--- config.mk ---
export PLATFORM = sky130hd
export DESIGN_NAME = uart_tx_fifo_drain
export DESIGN_NICKNAME = d
export VERILOG_FILES = /design/src/rtl/uart_tx_fifo_drain_pkg.sv /design/src/rtl/uart_tx_fifo_drain_baud.sv /design/src/rtl/uart_tx_fifo_drain.sv
export SDC_FILE = /design/constraint.sdc
export NUM_CORES = 1
export LEC_CHECK = 0
export ABC_AREA = 1
export CAP_MARGIN = 40
export CORE_MARGIN = 1.5
export CORE_UTILIZATION = 56
export DETAILED_ROUTE_END_ITERATION = 8
export PLACE_DENSITY = 0.78
export SLEW_MARGIN = 10
export SYNTH_ARGS = -nofsm -noshare
export SYNTH_HDL_FRONTEND = slang
export SYNTH_SLANG_ARGS = --single-unit
--- constraint.sdc ---
create_clock -name clk -period 2.1 [get_ports clk]
set_input_delay 0.525 -clock clk [delete_from_list [all_inputs] [get_ports clk]]
set_output_delay 0.525 -clock clk [all_outputs]
set_load 0.02 [all_outputs]
--- src/rtl/uart_tx_fifo_drain_pkg.sv ---
// Shared definitions for the UART transmit path: FSM state encoding and baud defaults.
// The receiver is expected to import the same package.
package uart_tx_fifo_drain_pkg;

    typedef enum logic [2:0] {
        IDLE   = 3'd0,
        START  = 3'd1,
        DATA   = 3'd2,
        PARITY = 3'd3,
        STOP   = 3'd4
    } state_t;

    // 100 MHz system clock at 115200 baud
    localparam int DEFAULT_CLKS_PER_BIT = 868;

    // Width of a counter that must hold the values 0..n-1, never narrower than one bit
    function automatic int cntWidth(input int n);
        return (n <= 2) ? 1 : $clog2(n);
    endfunction

endpackage

--- src/rtl/uart_tx_fifo_drain_baud.sv ---
// Bit-period counter: counts 0..CLKS_PER_BIT-1 and flags the last cycle of each bit.
// A synchronous clear restarts the bit period from zero.
module uart_tx_fifo_drain_baud
    import uart_tx_fifo_drain_pkg::*;
#(
    parameter int CLKS_PER_BIT = DEFAULT_CLKS_PER_BIT
) (
    input  logic clk,
    input  logic reset,
    input  logic i_clear,
    output logic o_wrap
);

    localparam int W = cntWidth(CLKS_PER_BIT);
    localparam logic [W-1:0] LAST = W'(CLKS_PER_BIT - 1);

    logic [W-1:0] r_cnt;

    always_ff @(posedge clk or posedge reset) begin
        if (reset) begin
            r_cnt <= '0;
        end else if (i_clear || o_wrap) begin
            r_cnt <= '0;
        end else begin
            r_cnt <= r_cnt + W'(1);
        end
    end

    assign o_wrap = (r_cnt == LAST);

endmodule

--- src/rtl/uart_tx_fifo_drain.sv ---
// UART transmitter draining a first-word-fall-through TX FIFO onto the serial line.
// Frames are start, LSB-first data, optional parity, then one or two stop bits.
module uart_tx_fifo_drain
    import uart_tx_fifo_drain_pkg::*;
#(
    parameter int DATA_WIDTH   = 8,
    parameter int CLKS_PER_BIT = DEFAULT_CLKS_PER_BIT,
    parameter int PARITY_EN    = 0,
    parameter int PARITY_ODD   = 0,
    parameter int STOP_BITS    = 1
) (
    input  logic                  clk,
    input  logic                  reset,
    input  logic                  fifo_empty,
    input  logic [DATA_WIDTH-1:0] fifo_data,
    output logic                  fifo_ren,
    output logic                  tx,
    output logic                  busy,
    output logic                  tx_done
);

    localparam int BW = $clog2(DATA_WIDTH) + 1;
    localparam logic [BW-1:0] LAST_BIT = BW'(DATA_WIDTH - 1);
    localparam logic STOP_LAST = (STOP_BITS == 2);
    localparam logic ODD_BIT   = (PARITY_ODD != 0);
    localparam bit   HAS_PAR   = (PARITY_EN != 0);

    state_t                r_state;
    logic [DATA_WIDTH-1:0] r_shift;
    logic                  r_parity;
    logic [BW-1:0]         r_bitCnt;
    logic                  r_stopCnt;
    logic                  r_tx;
    logic                  r_txDone;

    logic                  w_wrap;
    logic                  w_lastStop;
    logic                  w_ren;
    logic                  w_baudClear;
    logic [DATA_WIDTH-1:0] w_shiftNext;

    // A pop can happen from IDLE or on the final stop cycle, which chains frames with no gap
    assign w_lastStop  = (r_state == STOP) && w_wrap && (r_stopCnt == STOP_LAST);
    assign w_ren       = ~fifo_empty & ((r_state == IDLE) | w_lastStop);
    assign w_baudClear = (r_state == IDLE) | w_ren;
    assign w_shiftNext = r_shift >> 1;

    uart_tx_fifo_drain_baud #(
        .CLKS_PER_BIT(CLKS_PER_BIT)
    ) u_baud (
        .clk    (clk),
        .reset  (reset),
        .i_clear(w_baudClear),
        .o_wrap (w_wrap)
    );

    // Frame sequencer; tx only moves on a bit boundary or when a new word is popped
    always_ff @(posedge clk or posedge reset) begin
        if (reset) begin
            r_state   <= IDLE;
            r_shift   <= '0;
            r_parity  <= 1'b0;
            r_bitCnt  <= '0;
            r_stopCnt <= 1'b0;
            r_tx      <= 1'b1;
            r_txDone  <= 1'b0;
        end else begin
            r_txDone <= w_lastStop;
            if (w_ren) begin
                r_shift  <= fifo_data;
                r_parity <= ^fifo_data;
                r_state  <= START;
                r_tx     <= 1'b0;
            end else begin
                case (r_state)
                    IDLE: begin
                        r_tx <= 1'b1;
                    end
                    START: begin
                        if (w_wrap) begin
                            r_state  <= DATA;
                            r_tx     <= r_shift[0];
                            r_bitCnt <= '0;
                        end
                    end
                    DATA: begin
                        if (w_wrap) begin
                            if (r_bitCnt == LAST_BIT) begin
                                r_stopCnt <= 1'b0;
                                if (HAS_PAR) begin
                                    r_state <= PARITY;
                                    r_tx    <= r_parity ^ ODD_BIT;
                                end else begin
                                    r_state <= STOP;
                                    r_tx    <= 1'b1;
                                end
                            end else begin
                                r_shift  <= w_shiftNext;
                                r_tx     <= w_shiftNext[0];
                                r_bitCnt <= r_bitCnt + BW'(1);
                            end
                        end
                    end
                    PARITY: begin
                        if (w_wrap) begin
                            r_state   <= STOP;
                            r_tx      <= 1'b1;
                            r_stopCnt <= 1'b0;
                        end
                    end
                    STOP: begin
                        if (w_wrap) begin
                            if (r_stopCnt == STOP_LAST) begin
                                r_state <= IDLE;
                            end else begin
                                r_stopCnt <= 1'b1;
                            end
                        end
                    end
                    default: begin
                        r_state <= IDLE;
                        r_tx    <= 1'b1;
                    end
                endcase
            end
        end
    end

    assign fifo_ren = w_ren;
    assign tx       = r_tx;
    assign busy     = (r_state != IDLE);
    assign tx_done  = r_txDone;

endmodule

==> reports/results.ini <==
[critical_path]
cp_data_arrival_time_ns=1.52
worstPathRequired_ns=1.57
crit_fanout=4
cp-start-kind=flop
critical_path_buf_inv_count=4
cp_cell_sequence=buf_4 > inv_1 > nand3_2 > buf_4 > clkdlybuf4s15_1
max_stage_delay_ns=0.43
crit_top_cell=buf_4
crit_type=reg -> out
endpoint_kind=primary output
crit_family=buffers and inverters
crit_slowest_cell=dfrtp_1

[layout]
fill_cells=214
final_common_cell=nand2_1
stdcell_count=277
drive_above_1_share_pct=21.5
syn2layout_area_growth_pct=26.1
num_antenna_cells=0
final_cell_mix=nand2_1 (54), inv_1 (27), nor2_1 (26), dfrtp_1 (26), buf_4 (25)
seq_area_um2=677
multiInputGateArea_um2=741
num-nets-final=261

[logic_synthesis]
synth_area_mm2=0.00153
synth_cell_types=24
seq_area_frac_synth_pct=44.1
yosys_warnings=0
syn_nets=217
post_synth.cell_area_avg_um2=7.52
synth-seq-cells=27
synth_cells=204

[sta]
finalHoldViolCount=0
grt_setup_unrepaired=true
layout_min_cycle_time_ns=2.04
clock.fmax_mhz=490
post-route-period-util_pct=97.2
setup_violations=0
slew-limit-headroom_pct=64.1
finClkSkew_ns=0.00512
fin_ws_ns=0.0595
worst_pin_slew_ns=0.537
slew_violations=0

[placed_design]
dp_slack_ns=-0.146
hpwl_mm=2.58
io_buffers=14
placed_cells=269
routabilityCongestion=0.924

[cts]
cts_tree=built
clock-root-buffer=clkbuf_4
insertion_delay_ns=0.31
htree_levels=1
cts_made_buffers=3
clkSinkCount=27
path_clk_slew_ns=0.14
ctsHoldBuffers=0
clk_path_buf_depth=2

[floorplanning]
die_y_um=55.3
die_area_mm2=0.00306
start_util_pct=60.3
core_mm2=0.00254
die_w_um=55.3
rows=18
pin_count=15

[power]
ir_drop_mv=0.938
leakagePower_nw=1.07
p_per_area_mw_per_mm2=1120

[grt]
antenna_found_initial=0
grt_pass1_wl_mm=5.78
first_global_vias=1402
grt_max_degree=28
grtUsageTotal_pct=23.1
grt_overflow_total=0

[drt]
routed_wl_mm=3.38
drtPass1Iterations=4
wl_per_cell_um=12.2
drcViolationCount=0
vias_per_cell=5.25
first_iter_violations=51
ant_nets=0
vias=1455

[job]
drv_cap=0

[min_path]
hp-class=reg -> reg

[status]
status=complete, no violations

[cells by family (layout without fill, tap and decap cells)]
family | count (synthesis) | after routing | synth area share, %
buffers and inverters | 33 | 76 | 8.08
DFF | 27 | 27 | 44.1
adders and majority gates | 2 | 2 | 1.63
xor gates and xnor gates | 3 | 3 | 1.71
AOI/OAI and AO/OA | 8 | 8 | 2.61
and+or+nand+nor | 131 | 131 | 41.8
[where the power goes]
group | internal, mW | total, mW | switching, mW
Clock | 0.0742 | 0.221 | 0.146
Combinational | 0.483 | 1.15 | 0.668
Sequential | 0.682 | 0.788 | 0.106
[worst paths after layout]
path	cells after the start	slack (ns)	endpoint	startpoint
min in group asynchronous	3	0.55	r_shift[3]	reset
max in group asynchronous	3	1.25	tx	reset
worst min-delay path	2	0.49	tx	tx
worst max register to register	10	0.38	r_bitCnt[0]	r_bitCnt[0]
worst max-delay path	5	0.06	busy	r_state[0]
worst min register to register	2	0.49	tx	tx
[synthesized netlist by cell type]
cell type	count	share of area [%]
nor2_1	28	6.9
nor3_1	4	1.3
nand3_2	2	1.3
xor2_1	3	1.7
nor2_8	1	1.3
nand2_2	2	0.82
inv_2	6	1.5
nor4_1	1	0.41
nor2_2	2	0.82
nand2_1	54	13
nand2_4	4	2.9
a21oi_1	3	0.98
o21ai_0	3	0.98
dfstp_2	1	1.7
o21ai_1	2	0.65
nor3_4	1	1.1
nor3b_1	2	0.98
inv_1	27	6.6
nor3_2	1	0.65
nand4_1	4	1.6
dfrtp_1	26	42
ha_1	2	1.6
nor2_4	1	0.73
nand3_1	24	7.8
[state kept, by name, indices dropped and copies added (netlist names)]
register	count
tx	1
r_state	3
r_bitCnt	4
tx_done	1
u_baud.r_cnt	10
r_shift	8
[worst register-to-register path: cells and delay by family, from the launching register on]
family | cells | cell delay (ns)
buffers and inverters | 1 | 0.05
AO/OA/AOI/OAI | 1 | 0.06
AND/OR/NAND/NOR | 7 | 0.95
adder cells (fa/ha/maj) | 1 | 0.18
flip-flops | 1 | 0.40
[final cells by class]
cell class	count	share of cell area, %
clock buffer	4	1.36
sequential	27	35.0
multi-input combinational	144	38.3
timing repair buffer	39	17.0
tap	30	1.94
inverter	33	6.40
[routing by layer]
metal / vias to the layer above / share of wire [%] / routed length, um / global-route usage [%]
met4: 0 / 1.5 / 51 / 7.67
met5: - / 0 / 0 / 0
met1: 676 / 45 / 1510 / 29.4
met3: 8 / 4.0 / 135 / 3.51
met2: 45 / 50 / 1680 / 40.0
li1: 726 / - / - / -
[through the flow]
step	setup TNS [ns]	total power, mW	cell area [um2]	hold WS (ns)	util [%]
6_report	0	2.16	1930	0.488	76.0
5_1_grt	-0.0486	2.32	1930	0.520	76.0
4_1_cts	0	2.10	1890	0.489	74.2
3_5_place_dp	-0.146	1.89	1870	0.467	73.5
3_3_place_gp	-0.142	1.83	1870	0.468	73.5
2_1_floorplan	0	1.47	1530	0.455	-
[repair_timing]
item / CTS / global route
buffers inserted: 0 / 4
setup endpoints to repair: 2 / 2
pin swaps: 0 / 3
gates cloned: 0 / 0
resized for setup: 5 / 6
endpoints found under the hold margin: 0 / 0
Note: power is estimated with default switching activity, not from simulation.
